File: src/rtl/piso_shift_register.sv
// Parallel-in serial-out shift register: captures a word on load and streams it
// out one bit per clock, with busy and a one-cycle done pulse after the last bit.
module piso_shift_register #(
  parameter int WIDTH     = 8,
  parameter bit MSB_FIRST = 1'b1
) (
  input  logic             clk,
  input  logic             rst,
  input  logic             load,
  input  logic [WIDTH-1:0] in,
  output logic             out,
  output logic             busy,
  output logic             done
);

  localparam int CW = $clog2(WIDTH + 1);

  logic [WIDTH-1:0] sreg_q, sreg_d;
  logic [CW-1:0]    rem_q, rem_d;
  logic             done_q, done_d;

  always_comb begin
    sreg_d = sreg_q;
    rem_d  = rem_q;
    done_d = 1'b0;
    if (load) begin
      sreg_d = in;
      rem_d  = CW'(WIDTH);
    end else begin
      // Shifting runs every cycle; once drained the zero fill keeps out low.
      if (MSB_FIRST) sreg_d = {sreg_q[WIDTH-2:0], 1'b0};
      else           sreg_d = {1'b0, sreg_q[WIDTH-1:1]};
      if (rem_q != '0) rem_d = rem_q - CW'(1);
      done_d = (rem_q == CW'(1));
    end
  end

  always_ff @(posedge clk) begin
    if (!rst) begin
      sreg_q <= '0;
      rem_q  <= '0;
      done_q <= 1'b0;
    end else begin
      sreg_q <= sreg_d;
      rem_q  <= rem_d;
      done_q <= done_d;
    end
  end

  assign out  = MSB_FIRST ? sreg_q[WIDTH-1] : sreg_q[0];
  assign busy = (rem_q != '0);
  assign done = done_q;

endmodule

File: config.mk
export PLATFORM = sky130hd
export DESIGN_NAME = piso_shift_register
export DESIGN_NICKNAME = d
export VERILOG_FILES = /design/src/rtl/piso_shift_register.sv
export SDC_FILE = /design/constraint.sdc
export NUM_CORES = 1
export LEC_CHECK = 0
export ABC_AREA = 0
export BUFFER_PORTS_ARGS = -buffer_cell sky130_fd_sc_hd__buf_2
export CAP_MARGIN = 15
export CORE_AREA = 2 2 39 41
export CTS_CLUSTER_SIZE = 8
export DETAILED_ROUTE_END_ITERATION = 10
export DIE_AREA = 0 0 41 43
export PLACE_DENSITY = 0.67
export SETUP_SLACK_MARGIN = 0.1
export SLEW_MARGIN = 20
export SYNTH_ARGS = -nofsm -noshare
export SYNTH_HDL_FRONTEND = slang
export SYNTH_SLANG_ARGS = --single-unit
File: constraint.sdc
create_clock -name clk -period 2.2 [get_ports clk]
set_clock_uncertainty 0.2 [all_clocks]
set_input_delay 0.11 -clock clk [delete_from_list [all_inputs] [get_ports clk]]
set_output_delay 0.11 -clock clk [all_outputs]
set_load 0.05 [all_outputs]
==> summary.txt <==
Outcome
  • Status: complete, no violations

Critical path
  • Max FO, Critical Path: 5
  • Crit start category: flop
  • Critical path arrival: 1570 ps
  • Max stage delay on crit path: 440 ps
  • Critical Path, Cell by Cell: inv_1 > ha_1 > or3b_1 > buf_2
  • Crit Path Class: reg2out
  • CP Buf/Inv Count: 2
  • CP Capture Type: primary output
  • Critical path's slowest cell: or3b_1
  • CP required: 1890 ps
  • Critical path's top delay family: simple AND/OR/NAND/NOR gates

Place
  • Setup WS pre-CTS: 629 ps
  • I/O Buffers: 13
  • Gpl congestion: 0.741
  • Cells after DPL: 76
  • Detail Placement HPWL: 546 µm

Run
  • Max-cap check violation count: 0

Layout
  • Final core occ: 58.0%
  • Non-Filler Instances: 97
  • Layout net count: 96
  • Area growth from synthesis to layout: 49.3%
  • Layout cells sized above 1: 21.0%
  • Number of inserted diodes: 0

Clocking
  • Post-cts gate resize count: 0
  • Reg clk slew, reported paths: 80 ps
  • Setup bufs post-CTS: 0
  • CTS sink count: 13
  • Clock buffer depth: 2
  • Root Driver: clkbuf_4
  • CTS H-tree lvls: 1
  • Worst skew pair latency: 280 ps
  • Num CTS Buffers: 3
  • TritonCTS clock tree: done

Power
  • Tot Pwr: 0.552 mW
  • Lkg Pwr: 0.382 nW
  • Clock network power share: 27.6%
  • Power share of the sequential group: 47.6%
  • Combinational Power Share: 24.8%
  • P_sw: 0.161 mW
  • Peak supply drop: 0.438 mV
  • Net Sw Frac: 29.3%
  • Internal Power: 0.390 mW
  • PwrDens: 687 nW/µm²

Timing
  • Unrepaired setup endpoints after global routing: false
  • Slew headroom: 82.8%
  • Hold Vio Cnt, Final: 0
  • Fin crit period: 1880 ps
  • Worst slew pin tran: 254 ps
  • Slew Limit Fails: 0
  • Tcrit/Tclk final: 85.5%
  • FMAX: 531 MHz
  • Setup-failing EPs final: 0
  • PnR worst setup slack: 319 ps
  • Fin Setup TNS: 0 ps

Yosys
  • Xor and xnor area share after synthesis: 3.26%
  • Post-synth design cell area: 538 µm²
  • Post-synthesis net count: 63
  • Compound-gate portion of the synthesized area: 3.72%
  • Seq/Total Area, Yosys: 48.4%
  • Simple-gate area share of the yosys netlist: 18.1%
  • Post-synthesis mux area share: 15.1%
  • Yosys reg bits: 13
  • Syn avg cell area: 11.0 µm²
  • Yosys cell types: 19
  • Largest family of logic cells by synthesized area: simple AND/OR/NAND/NOR gates
  • Cells after synthesis: 49
  • Synth warnings: 0
  • Adder-cell share of the synthesized area: 6.98%

Die
  • Cell Rows: 14
  • Die ar.: 1760 µm²
  • Vert. Die Dim: 43 µm
  • Core ar.: 1380 µm²
  • # IOs: 14
  • Initial Util: 38.9%
  • Die width: 41 µm

Route
  • WL final: 959 µm
  • DR top layer: met4
  • Vias per Instance: 4.54
  • WL met1: 396 µm
  • WL met3: 58 µm
  • TritonRoute pass-1 iters: 1
  • Antenna-violating nets left: 0
  • DR WL/cell: 9.89 µm
  • Vias: 440
  • Iter 0 DRT Violations: 0
  • DRC errors left: 0
  • Wire length on met2: 464 µm

Global routing
  • First-pass GRT wire length: 1.77 mm
  • Gr ovfl total: 0
  • All-Layer GR Usage: 15.7%
  • Pin count of the biggest net entering global routing: 11
  • Initial antenna violation count: 0
  • Number of global-route vias before repair: 438

Hold path
  • Hold crit path type: in2reg
## layer usage
layer,global-route usage [%],up-vias
met5,0,-
met4,14.0,0
met3,5.24,5
met2,22.8,13
met1,16.9,197
li1,-,225
## state kept, by name, summed over array words and instances, names as in the netlist
signal,count
done,1
sreg_q,8
rem_q,4
## Yosys cell counts
cell      number  area, µm²
buf_2          1       5.00
xor2_1         1       8.76
a211oi_2       1       12.5
nand2_1        1       3.75
dfxtp_1       13        260
nor4b_1        1       8.76
mux2i_1        7       70.1
mux2_1         1       11.3
inv_1          2       7.51
buf_6          1       11.3
nor2b_1        7       43.8
nor3_1         1       5.00
nand2b_1       1       6.26
or3b_1         1       8.76
nor2_1         4       15.0
and3_1         1       6.26
ha_1           3       37.5
o21a_1         1       7.51
xnor2_1        1       8.76
## area by class of cell
class	instances	area, µm²
fillers	112	581
flip-flops and latches	13	260
multi-input cells	32	254
repair buffers	30	235
clock buffers	4	26.3
well taps	16	20.0
inverters	2	7.51
## cell usage in the layout (no fill, tap or decap), drive strengths merged
| cell type | netlist | layout |
|---|---|---|
| xor2 | 1 | 1 |
| o21a | 1 | 1 |
| dlygate4sd3 | 0 | 17 |
| inv | 2 | 2 |
| buf | 2 | 13 |
| nor2 | 4 | 4 |
| and3 | 1 | 1 |
| nor2b | 7 | 7 |
| nand2b | 1 | 1 |
| mux2i | 7 | 7 |
| nand2 | 1 | 1 |
| or3b | 1 | 1 |
| clkbuf | 0 | 4 |
| dfxtp | 13 | 13 |
| nor3 | 1 | 1 |
| mux2 | 1 | 1 |
| nor4b | 1 | 1 |
| a211oi | 1 | 1 |
| xnor2 | 1 | 1 |
| ha | 3 | 3 |
## cells by family (layout without fill, tap and decap cells)
group	after synthesis	in the layout
compound gates	2	2
xor+xnor	2	2
fa+ha+maj	3	3
buf+inv	4	36
flops	13	13
mux	8	8
simple gates	17	17
## worst paths after layout
path	start	to	slack, ps	cells after the start
worst min register to register	rem_q[3]$_SDFFE_PN0P_	done$_SDFF_PP0_	270	1
worst max register to register	rem_q[0]$_SDFFE_PP0P_	rem_q[0]$_SDFFE_PP0P_	640	5
worst min-delay path	load	rem_q[3]$_SDFFE_PN0P_	40	2
worst max-delay path	rem_q[0]$_SDFFE_PP0P_	busy	320	4
## through the flow
stage	instance area, µm²	hold WS (ps)
2_1_floorplan	538	27.5
3_3_place_gp	607	155
3_5_place_dp	607	158
4_1_cts	803	43.0
5_1_grt	803	55.0
6_report	803	39.6
## timing repair
| action | CTS | global route |
|---|---|---|
| endpoints found under the hold margin | 9 | 0 |
| setup endpoints to repair | 0 | 0 |
| hold buffers | 17 | 0 |
## power by group through the flow
stage / Combinational, mW / Clock [mW] / Sequential, mW
global route: 0.154 / 0.168 / 0.265
detailed placement: 0.114 / 0 / 0.268
global placement: 0.114 / 0 / 0.268
CTS: 0.138 / 0.156 / 0.263
finish: 0.137 / 0.152 / 0.263
floorplan: 0.0955 / 0 / 0.272
## worst reg2reg max path, delay by kind of cell, from the launching register on
| family | cells | cell delay [ps] |
|---|---|---|
| DFF | 1 | 350 |
| and+or+nand+nor | 2 | 490 |
| xor gates and xnor gates | 1 | 180 |
| adders and majority gates | 1 | 160 |
| buffers and inverters | 1 | 90 |
Power figures use the tool's default switching activity.
